**src/rtl/edfic_if.sv**
```systemverilog
// Handshake bundle between the EDF interrupt controller, its config master and the core.
// The slave side is the controller; the master side is the bus/core driving config and claims.
interface edfic_if #(
  parameter int unsigned NrIrqs  = 8,
  parameter int unsigned TsWidth = 24,
  parameter int unsigned TsClip  = 0
);
  localparam int unsigned IdWidth    = $clog2(NrIrqs);
  localparam int unsigned OutTsWidth = TsWidth + TsClip;

  logic                  cfg_req_i;
  logic                  cfg_we_i;
  logic [31:0]           cfg_addr_i;
  logic [31:0]           cfg_wdata_i;
  logic [31:0]           cfg_rdata_o;
  logic                  irq_valid_o;
  logic [IdWidth-1:0]    irq_id_o;
  logic [OutTsWidth-1:0] irq_dl_o;
  logic                  irq_ack_i;
  logic [IdWidth-1:0]    irq_id_i;
  logic                  irq_cpl_i;
  logic [IdWidth-1:0]    irq_cpl_id_i;
  logic                  miss_o;

  modport slave (
    input  cfg_req_i, cfg_we_i, cfg_addr_i, cfg_wdata_i,
    input  irq_ack_i, irq_id_i, irq_cpl_i, irq_cpl_id_i,
    output cfg_rdata_o, irq_valid_o, irq_id_o, irq_dl_o, miss_o
  );

  modport master (
    output cfg_req_i, cfg_we_i, cfg_addr_i, cfg_wdata_i,
    output irq_ack_i, irq_id_i, irq_cpl_i, irq_cpl_id_i,
    input  cfg_rdata_o, irq_valid_o, irq_id_o, irq_dl_o, miss_o
  );
endinterface

```
**src/rtl/edfic_sched.sv**
```systemverilog
// EDF interrupt controller: per-line gateways, claim/complete tracking, preemption threshold
// against in-service lines, registered winner output and deadline-miss detection.
module edfic_sched #(
  parameter int unsigned NrIrqs   = 8,
  parameter int unsigned TsWidth  = 24,
  parameter int unsigned TsClip   = 0,
  parameter logic [31:0] BaseAddr = 32'h0000_0000
) (
  input  logic              clk_i,
  input  logic              rst_ni,
  input  logic [63:0]       mtime_i,
  input  logic [NrIrqs-1:0] irq_i,
  edfic_if.slave            bus
);
  localparam int unsigned OutTsWidth = TsWidth + TsClip;
  localparam int unsigned IdWidth    = $clog2(NrIrqs);
  localparam int unsigned DlWidth    = TsWidth - 1;

  typedef logic [TsWidth-1:0] ts_t;
  typedef logic [DlWidth-1:0] dl_t;

  logic [NrIrqs-1:0]     ie_q, ie_d, ip_q, ip_d, type_q, type_d, pol_q, pol_d;
  logic [NrIrqs-1:0]     miss_q, miss_d, act_q, act_d, prev_q;
  ts_t                   ts_q [NrIrqs];
  ts_t                   ts_d [NrIrqs];
  dl_t                   dl_q [NrIrqs];
  dl_t                   dl_d [NrIrqs];
  logic [15:0]           miss_cnt_q, miss_cnt_d;
  logic                  valid_q, valid_d, miss_pulse_q, miss_pulse_d;
  logic [IdWidth-1:0]    id_q, id_d;
  logic [OutTsWidth-1:0] odl_q, odl_d;
  logic [31:0]           rdata_q, rdata_d;

  ts_t                   now_s, min_act_s, win_rel_s, win_ts_s;
  ts_t                   rel_s [NrIrqs];
  logic                  any_act_s, win_found_s, wr_s, rd_s, stat_sel_s, ack_ok_s;
  logic [IdWidth-1:0]    win_id_s;
  logic [NrIrqs-1:0]     elig_s, gw_set_s, new_miss_s, line_sel_s;
  logic [31:0]           off_s;
  logic                  unused_s;

  function automatic logic [31:0] pack_line(input logic [5:0] flags, input dl_t dl);
    logic [31:0] w;
    w = 32'h0000_0000;
    w[5:0] = flags;
    w[8 +: DlWidth] = dl;
    return w;
  endfunction

  assign unused_s = ^{mtime_i, bus.cfg_wdata_i};

  // Config access decode and claim acceptance.
  always_comb begin
    off_s      = bus.cfg_addr_i - BaseAddr;
    wr_s       = bus.cfg_req_i & bus.cfg_we_i;
    rd_s       = bus.cfg_req_i & ~bus.cfg_we_i;
    stat_sel_s = (off_s == 32'(4 * NrIrqs));
    ack_ok_s   = 1'b0;
    for (int i = 0; i < NrIrqs; i++) begin
      line_sel_s[i] = (off_s == 32'(4 * i));
      ack_ok_s = ack_ok_s | (bus.irq_ack_i & (bus.irq_id_i == IdWidth'(i)) & ip_q[i]);
    end
  end

  // Relative deadlines, in-service threshold and earliest-deadline winner (lowest id on ties).
  always_comb begin
    now_s     = mtime_i[TsClip +: TsWidth];
    any_act_s = 1'b0;
    min_act_s = '1;
    for (int i = 0; i < NrIrqs; i++) begin
      rel_s[i]  = ts_q[i] - now_s;
      any_act_s = any_act_s | act_q[i];
      if (act_q[i] && (rel_s[i] < min_act_s)) min_act_s = rel_s[i];
      else min_act_s = min_act_s;
    end
    win_found_s = 1'b0;
    win_id_s    = '0;
    win_rel_s   = '1;
    win_ts_s    = '0;
    for (int i = 0; i < NrIrqs; i++) begin
      elig_s[i] = ie_q[i] & ip_q[i] & (~any_act_s | (rel_s[i] < min_act_s));
      if (elig_s[i] && (!win_found_s || (rel_s[i] < win_rel_s))) begin
        win_found_s = 1'b1;
        win_id_s    = IdWidth'(i);
        win_rel_s   = rel_s[i];
        win_ts_s    = ts_q[i];
      end else begin
        win_found_s = win_found_s;
      end
    end
  end

  // Per-line next state; later assignments take priority: cfg write, ack, cpl, gateway, miss.
  always_comb begin
    ie_d = ie_q; ip_d = ip_q; type_d = type_q; pol_d = pol_q;
    miss_d = miss_q; act_d = act_q; ts_d = ts_q; dl_d = dl_q;
    for (int i = 0; i < NrIrqs; i++) begin
      if (type_q[i]) gw_set_s[i] = pol_q[i] ? (prev_q[i] & ~irq_i[i]) : (irq_i[i] & ~prev_q[i]);
      else gw_set_s[i] = (irq_i[i] ^ pol_q[i]) & ~ip_q[i] & ~act_q[i];
      new_miss_s[i] = (ip_q[i] | act_q[i]) & rel_s[i][TsWidth-1] & ~miss_q[i];
      if (wr_s && line_sel_s[i]) begin
        ie_d[i]   = bus.cfg_wdata_i[0];
        ip_d[i]   = bus.cfg_wdata_i[1];
        type_d[i] = bus.cfg_wdata_i[2];
        pol_d[i]  = bus.cfg_wdata_i[3];
        miss_d[i] = miss_q[i] & ~bus.cfg_wdata_i[4];
        dl_d[i]   = bus.cfg_wdata_i[8 +: DlWidth];
        if (bus.cfg_wdata_i[1]) ts_d[i] = {1'b0, bus.cfg_wdata_i[8 +: DlWidth]} + now_s;
        else ts_d[i] = ts_q[i];
      end else begin
        dl_d[i] = dl_q[i];
      end
      if (ack_ok_s && (bus.irq_id_i == IdWidth'(i))) begin
        ip_d[i]  = 1'b0;
        act_d[i] = 1'b1;
      end else begin
        act_d[i] = act_d[i];
      end
      if (bus.irq_cpl_i && (bus.irq_cpl_id_i == IdWidth'(i))) act_d[i] = 1'b0;
      else act_d[i] = act_d[i];
      if (gw_set_s[i]) begin
        ip_d[i] = 1'b1;
        ts_d[i] = {1'b0, dl_q[i]} + now_s;
      end else begin
        ip_d[i] = ip_d[i];
      end
      miss_d[i] = miss_d[i] | new_miss_s[i];
    end
  end

  // Registered outputs: winner (suppressed for the cycle after a claim), miss pulse/count, read data.
  always_comb begin
    valid_d      = win_found_s & ~ack_ok_s;
    id_d         = valid_d ? win_id_s : '0;
    odl_d        = valid_d ? (OutTsWidth'(win_ts_s) << TsClip) : '0;
    miss_pulse_d = |new_miss_s;
    if (wr_s && stat_sel_s) miss_cnt_d = 16'h0000;
    else if (miss_pulse_d && (miss_cnt_q != 16'hFFFF)) miss_cnt_d = miss_cnt_q + 16'h0001;
    else miss_cnt_d = miss_cnt_q;
    rdata_d = 32'h0000_0000;
    if (rd_s) begin
      for (int i = 0; i < NrIrqs; i++) begin
        if (line_sel_s[i])
          rdata_d = pack_line({act_q[i], miss_q[i], pol_q[i], type_q[i], ip_q[i], ie_q[i]}, dl_q[i]);
        else rdata_d = rdata_d;
      end
      if (stat_sel_s) rdata_d = {16'h0000, miss_cnt_q};
      else rdata_d = rdata_d;
    end else begin
      rdata_d = 32'h0000_0000;
    end
  end

  // State registers, cleared by the synchronous active-low reset.
  always_ff @(posedge clk_i) begin
    if (!rst_ni) begin
      ie_q <= '0; ip_q <= '0; type_q <= '0; pol_q <= '0;
      miss_q <= '0; act_q <= '0; prev_q <= '0;
      for (int i = 0; i < NrIrqs; i++) begin
        ts_q[i] <= '0;
        dl_q[i] <= '0;
      end
      miss_cnt_q <= 16'h0000; valid_q <= 1'b0; miss_pulse_q <= 1'b0;
      id_q <= '0; odl_q <= '0; rdata_q <= 32'h0000_0000;
    end else begin
      ie_q <= ie_d; ip_q <= ip_d; type_q <= type_d; pol_q <= pol_d;
      miss_q <= miss_d; act_q <= act_d; prev_q <= irq_i;
      ts_q <= ts_d; dl_q <= dl_d;
      miss_cnt_q <= miss_cnt_d; valid_q <= valid_d; miss_pulse_q <= miss_pulse_d;
      id_q <= id_d; odl_q <= odl_d; rdata_q <= rdata_d;
    end
  end

  assign bus.cfg_rdata_o = rdata_q;
  assign bus.irq_valid_o = valid_q;
  assign bus.irq_id_o    = id_q;
  assign bus.irq_dl_o    = odl_q;
  assign bus.miss_o      = miss_pulse_q;
endmodule

```
**src/flat_wrapper.sv**
```systemverilog
// flat-port wrapper written by rule: the top's interface ports become plain ports
module edfic_sched_flat 
#(
  parameter int unsigned NrIrqs   = 8,
  parameter int unsigned TsWidth  = 24,
  parameter int unsigned TsClip   = 0,
  parameter logic [31:0] BaseAddr = 32'h0000_0000
)
  (clk_i, rst_ni, mtime_i, irq_i, bus_cfg_req_i, bus_cfg_we_i, bus_cfg_addr_i, bus_cfg_wdata_i, bus_irq_ack_i, bus_irq_id_i, bus_irq_cpl_i, bus_irq_cpl_id_i, bus_cfg_rdata_o, bus_irq_valid_o, bus_irq_id_o, bus_irq_dl_o, bus_miss_o);
  edfic_if #(.NrIrqs(NrIrqs), .TsWidth(TsWidth), .TsClip(TsClip)) bus_i ();
  input  logic clk_i;
  input  logic rst_ni;
  input  logic [63:0] mtime_i;
  input  logic [NrIrqs-1:0] irq_i;
  input wire logic [$bits(bus_i.cfg_req_i)-1:0] bus_cfg_req_i;
  input wire logic [$bits(bus_i.cfg_we_i)-1:0] bus_cfg_we_i;
  input wire logic [$bits(bus_i.cfg_addr_i)-1:0] bus_cfg_addr_i;
  input wire logic [$bits(bus_i.cfg_wdata_i)-1:0] bus_cfg_wdata_i;
  input wire logic [$bits(bus_i.irq_ack_i)-1:0] bus_irq_ack_i;
  input wire logic [$bits(bus_i.irq_id_i)-1:0] bus_irq_id_i;
  input wire logic [$bits(bus_i.irq_cpl_i)-1:0] bus_irq_cpl_i;
  input wire logic [$bits(bus_i.irq_cpl_id_i)-1:0] bus_irq_cpl_id_i;
  output wire logic [$bits(bus_i.cfg_rdata_o)-1:0] bus_cfg_rdata_o;
  output wire logic [$bits(bus_i.irq_valid_o)-1:0] bus_irq_valid_o;
  output wire logic [$bits(bus_i.irq_id_o)-1:0] bus_irq_id_o;
  output wire logic [$bits(bus_i.irq_dl_o)-1:0] bus_irq_dl_o;
  output wire logic [$bits(bus_i.miss_o)-1:0] bus_miss_o;
  assign bus_i.cfg_req_i = bus_cfg_req_i;
  assign bus_i.cfg_we_i = bus_cfg_we_i;
  assign bus_i.cfg_addr_i = bus_cfg_addr_i;
  assign bus_i.cfg_wdata_i = bus_cfg_wdata_i;
  assign bus_i.irq_ack_i = bus_irq_ack_i;
  assign bus_i.irq_id_i = bus_irq_id_i;
  assign bus_i.irq_cpl_i = bus_irq_cpl_i;
  assign bus_i.irq_cpl_id_i = bus_irq_cpl_id_i;
  assign bus_cfg_rdata_o = bus_i.cfg_rdata_o;
  assign bus_irq_valid_o = bus_i.irq_valid_o;
  assign bus_irq_id_o = bus_i.irq_id_o;
  assign bus_irq_dl_o = bus_i.irq_dl_o;
  assign bus_miss_o = bus_i.miss_o;
  edfic_sched #(.NrIrqs(NrIrqs), .TsWidth(TsWidth), .TsClip(TsClip), .BaseAddr(BaseAddr)) u_core (.clk_i(clk_i), .rst_ni(rst_ni), .mtime_i(mtime_i), .irq_i(irq_i), .bus(bus_i));
endmodule
```
**config.mk**
```make
export PLATFORM = sky130hd
export DESIGN_NAME = edfic_sched_flat
export DESIGN_NICKNAME = d
export VERILOG_FILES = /design/src/rtl/edfic_if.sv /design/src/rtl/edfic_sched.sv /design/src/flat_wrapper.sv
export SDC_FILE = /design/constraint.sdc
export NUM_CORES = 2
export LEC_CHECK = 0
export BUFFER_PORTS_ARGS = -buffer_cell sky130_fd_sc_hd__buf_2
export CORE_ASPECT_RATIO = 1.1
export CORE_MARGIN = 8
export CORE_UTILIZATION = 60
export DETAILED_ROUTE_END_ITERATION = 10
export HOLD_SLACK_MARGIN = 0.15
export PLACE_DENSITY = 0.74
export SYNTH_ARGS = -nofsm -noshare
export SYNTH_HDL_FRONTEND = slang
export SYNTH_SLANG_ARGS = --single-unit
```
**constraint.sdc**
```tcl
create_clock -name clk_i -period 50.5 [get_ports clk_i]
set_input_delay 2.525 -clock clk_i [delete_from_list [all_inputs] [get_ports clk_i]]
set_output_delay 2.525 -clock clk_i [all_outputs]
set_load 0.05 [all_outputs]
```
After elaboration in Yosys (flattened, before gate mapping)
Cells that the tools add are included.

Add/subtract/negate cells: 18. $lt $le $gt $ge: 23. Equality and inequality tests: 23. Multiplexer cells: 112. Bitwise operators: 183. Reduce and logical (&&, ||, !) cells: 104.

Operators by type and width (number): two-way mux 24 bit (40); less-than comparator 24 bit (22); two-way mux 31 bit (8); adder 23 x 24 -> 24 bit (9); subtractor 24 bit (8); == test 32 x 5 -> 1 bit, second input constant (4); AND 1 bit (91); == test 32 x 4 -> 1 bit, second input constant (2); two-way mux 1 bit (57); inverter 1 bit (46); logical AND 1 bit (41); OR 1 bit (38); == test 32 x 3 -> 1 bit, second input constant (1); == test 32 x 6 -> 1 bit, second input constant (1); logical NOT 32 bit (1); nonzero test 2 bit (16); == test 3 bit, second input constant (8); less-than comparator 24 bit, second input constant (1); nonzero test 3 bit (8); AND reduction 2 bit (10); OR reduction 2 bit (9); adder 16 x 1 -> 16 bit, second input constant (1); two-way mux 16 bit (1); != test 16 bit, second input constant (1); other kinds (11) (39).

Register bits: 509. Input bits: 148. Output and inout bits: 61.

Depth between registers and ports, before layout
Depth after elaboration: 59. Gate-level depth with buffers: 286.

Least setup slack after synthesis
No wires, ideal clock.

Path kind: input port to flip-flop. Start point: in mtime_i[1]. End point: reg u_core.odl_q[10] (netlist: u_core.bus.irq_dl_o[10]). Arrival time: 45930 ps. Path slack: 4509 ps. Stages: 275. Path buffers: 32. Path through: inv_1 > ha_1 > nor2b_1 > o21ai_0 > a21boi_0 > o21ai_0 > a21boi_0 > o21ai_0 > a21boi_0 > o21ai_0 > a21boi_0 > o21ai_0 > a21boi_0 > o21ai_0 > a21boi_0 > o21ai_0 > a21boi_0 > o21ai_0 > [... 239 more ...] > mux2_2 > ha_1 > a21oi_1 > nor2b_1 > o21ai_0 > nand2b_1 > a21oi_1 > nor2b_1 > o21ai_0 > nand2b_1 > a21oi_1 > nor3_1 > nor2_1 > nand2_1 > a21boi_0 > o21a_1 > clkbuf_1 > a32o_1.

Word-level cells in the longest chain between the ends: 59. Elaborated cells on any way between the ends: 109. Those cells by class: 8 x add/sub; 23 x order compare; 31 x mux; 17 x bitwise; 30 x reduce/logical.

Ends and longest elaborated chain: start: declaration (line flat_wrapper.sv:13) `input logic [63:0] mtime_i;`; subtractor 24 bit (line edfic_sched.sv:71) `rel_s[i] = ts_q[i] - now_s;`; less-than comparator 24 bit (line edfic_sched.sv:73) `if (act_q[i] && (rel_s[i] < min_act_s)) min_act_s = rel_s[i];`; logical AND 1 bit (line edfic_sched.sv:73); two-way mux 24 bit (line edfic_sched.sv:73); less-than comparator 24 bit (line edfic_sched.sv:73); logical AND 1 bit (line edfic_sched.sv:73); two-way mux 24 bit (line edfic_sched.sv:73); less-than comparator 24 bit (line edfic_sched.sv:73); [... 43 more ...]; logical AND 1 bit (line edfic_sched.sv:82) `if (elig_s[i] && (!win_found_s || (rel_s[i] < win_rel_s))) begin`; two-way mux 24 bit or two-way mux 1 bit (tied branches) (line edfic_sched.sv:82); less-than comparator 24 bit or logical NOT 1 bit (tied branches) (line edfic_sched.sv:82); logical OR 1 bit (line edfic_sched.sv:82); logical AND 1 bit (line edfic_sched.sv:82); two-way mux 1 bit (line edfic_sched.sv:82); AND 1 bit (line edfic_sched.sv:133) `valid_d = win_found_s & ~ack_ok_s;`; AND reduction 2 bit (no source line); end signal: assignment (line edfic_sched.sv:170) `id_q <= id_d; odl_q <= odl_d; rdata_q <= rdata_d;`; end: declaration (line edfic_sched.sv:31) `logic [OutTsWidth-1:0] odl_q, odl_d;`.

Parallel ways exist; a longest one is shown, timed or not. A chain may end at the register's enable or synchronous reset.

Worst setup path in the final report
Start point: in mtime_i[0]. End point: reg u_core.odl_q[4] (netlist: u_core.bus.irq_dl_o[4]).

Same word-level chain as after synthesis.

==> run metrics <==
overall routing resource usage 44.1%; routed wire length per instance 26.7 um; sequential element share of the synthesized area 18.5%; WP data required 50990 ps; core utilization of the finished layout 68.8%; hold_ws 484 ps; CTS tree built; Skew-Pair Late Insertion Delay 610 ps; worst path setup slack after routing 2120 ps; Leakage 31.7 nW; library cells used by synthesis 104; global-route wire length before repair 341 mm; commonest cells in the synthesized netlist 1018 x nand2_1, 875 x ha_1, 601 x o21ai_0, 508 x dfxtp_1, 478 x inv_1; pre-CTS setup slack 730 ps; CTS root buf clkbuf_16; area growth from synthesis to final layout 13.8%; clk sink count 508; most common cell in the synthesized netlist nand2_1; headroom to the max-slew limit 15.6%; non-filler instance count after layout 8858; R2R setup slack 3880 ps; clock-pin slew reported for the worst setup and hold paths after clock tree synthesis 70 ps; number of design rule violations left after detail routing 0; final period demand of the worst path 48380 ps; ratio of cells with drive above 1 in the final layout 13.9%; share of the clock period used by the worst path after layout 95.8%; number of nets produced by synthesis 8205; number of flip-flops and latches in the synthesized netlist 508; pin count of the biggest net entering global routing 234; Power per Cell Area 23.2 nW/um^2; total standard cell area after synthesis 55000 um^2; total placed cells including tap cells 8736; Post-DP HPWL 189 mm; final estimated routing congestion in global placement 1.06; Synth top area share 19.9%; io pins 209; Die ar. 102000 um^2; DRC violation total after the first TritonRoute iteration 7094; initial core utilization 60.5%; status completed; vias post-DR 58198; Max Fanout on Critical Path 18; slowest cell on the critical path a2111oi_0; Detailed Routing Iterations Pass 1 7; Final Hold Fails 0; Clock Skews 33.1 ps; PortBufs 163; Worst Setup End Kind register; Fmax 20.7 MHz; class of the tightest hold or removal check reg2reg; WS Path Type in2reg; arrival time of the worst setup path 48870 ps; Max Buffers Root-to-Sink 3; clock buffers created by TritonCTS 49; area of the core 91000 um^2; leading post-synthesis cells by cell area ha_1 20%, dfxtp_1 18%, nand2_1 6.9%; vias per cell 6.57; final number of max-transition violations 0; final-stage net count 8648; number of flops mapped to enable cells by yosys 0; top_reg_cell synth dfxtp_1; Max stage delay on crit path 890 ps; leading area contributor after synthesis ha_1; proportion of synthesized flip-flops having asynchronous set or reset 0%; worst-margin pin slew 1260 ps; H-tree lvl count 2; max-cap violation count 0; Setup crit start kind primary input; antenna violations before repair 41; grt total ovfl 0; floorplan row count 116; via count of the first global-routing pass 55240; Die Span X 305 um; gate count after technology mapping 7165; Yosys Warn Count 0; final routed wirelength across all metal layers 237 mm; maximum vdd drop 0.0000348 V; Setup Viol. Count Final 0; average footprint of a synthesized cell 7.68 um^2; die boundary height 334 um; Final ANT Viol Nets 0
flip-flops by register name, indices dropped and copies added (netlist names):
| name | count |
|---|---|
| u_core.act_q | 8 |
| u_core.bus.cfg_rdata_o | 31 |
| u_core.bus.irq_dl_o | 24 |
| u_core.bus.irq_id_o | 3 |
| u_core.bus.irq_valid_o | 1 |
| u_core.bus.miss_o | 1 |
| u_core.dl_q | 184 |
| u_core.ie_q | 8 |
| u_core.ip_q | 8 |
| u_core.miss_cnt_q | 16 |
| u_core.miss_q | 8 |
| u_core.pol_q | 8 |
| u_core.prev_q | 8 |
| u_core.ts_q | 192 |
| u_core.type_q | 8 |
placed cells by master, fill, tap and decap left out, drive strengths merged, types with 181 or more instances in the layout:
cell,synthesis,routed
o21ai,611,611
nor2,410,410
buf,74,720
a21oi,463,463
inv,479,480
o211a,181,181
dfxtp,508,508
a21boi,295,295
nand2,1018,1018
ha,875,875
a21o,194,194
xnor2,190,190
path summary, 6_finish.rpt:
path / startpoint / end / depth (start not counted)
setup reg to reg: u_core.ts_q[168] / u_core.bus.irq_dl_o[4] / 250
hold reg to reg: u_core.ie_q[4] / u_core.ie_q[4] / 2
setup / recovery: mtime_i[0] / u_core.bus.irq_dl_o[4] / 251
hold / removal: u_core.ie_q[4] / u_core.ie_q[4] / 2
what timing repair did:
item                       CTS  global route
gates resized for setup      0            64
setup buffers                0             1
hold buffers                 0             0
setup endpoints to repair    0            27
final cells by class:
cell class | count | area (um^2)
tap | 1180 | 1480
multi-input combinational | 5849 | 42000
clock buffer | 62 | 1380
timing repair buffer | 720 | 5300
fill | 7683 | 28400
sequential | 508 | 10200
clock inverter | 26 | 432
inverter | 480 | 1800
antenna | 33 | 82.6
per-stage QoR:
stage / setup TNS [ps] / instance area, um^2 / power [mW]
finish: 0 / 62600 / 1.45
global route: -974 / 62600 / 1.51
CTS: 0 / 62300 / 1.42
detailed placement: 0 / 60500 / 1.01
global placement: 0 / 60500 / 0.996
floorplan: 0 / 55000 / 0.777
routing by layer:
metal | GRT usage (%) | part of all wire, %
met1 | 51.6 | 37
met2 | 68.5 | 42
met3 | 10.2 | 11
met4 | 36.5 | 10
met5 | 0.285 | 0.036
worst max-delay path: cells and delay by family:
kind	cells	cell delay, ps
xor+xnor	1	250
fa+ha+maj	17	4970
compound gates	119	22940
mux	10	2800
buf+inv	40	6650
simple gates	64	8460
power breakdown:
group	leakage, nW	switching, mW	total [mW]	internal (mW)
registers	4.14	0.0234	0.440	0.417
clock network	0.891	0.171	0.420	0.249
logic	26.7	0.378	0.591	0.214
kinds of logic (layout without fill, tap and decap cells):
group,count (synthesis),in the layout,synth area share (%)
other,1,34,0.00681
buffers and inverters,808,1288,5.86
multiplexers,267,267,5.19
XOR/XNOR,268,268,4.26
adder cells (fa/ha/maj),896,896,20.6
AO/OA/AOI/OAI,2287,2287,27.9
flip-flops,508,508,18.5
AND/OR/NAND/NOR,2130,2130,17.7
Note: power is estimated with default switching activity, not from simulation.
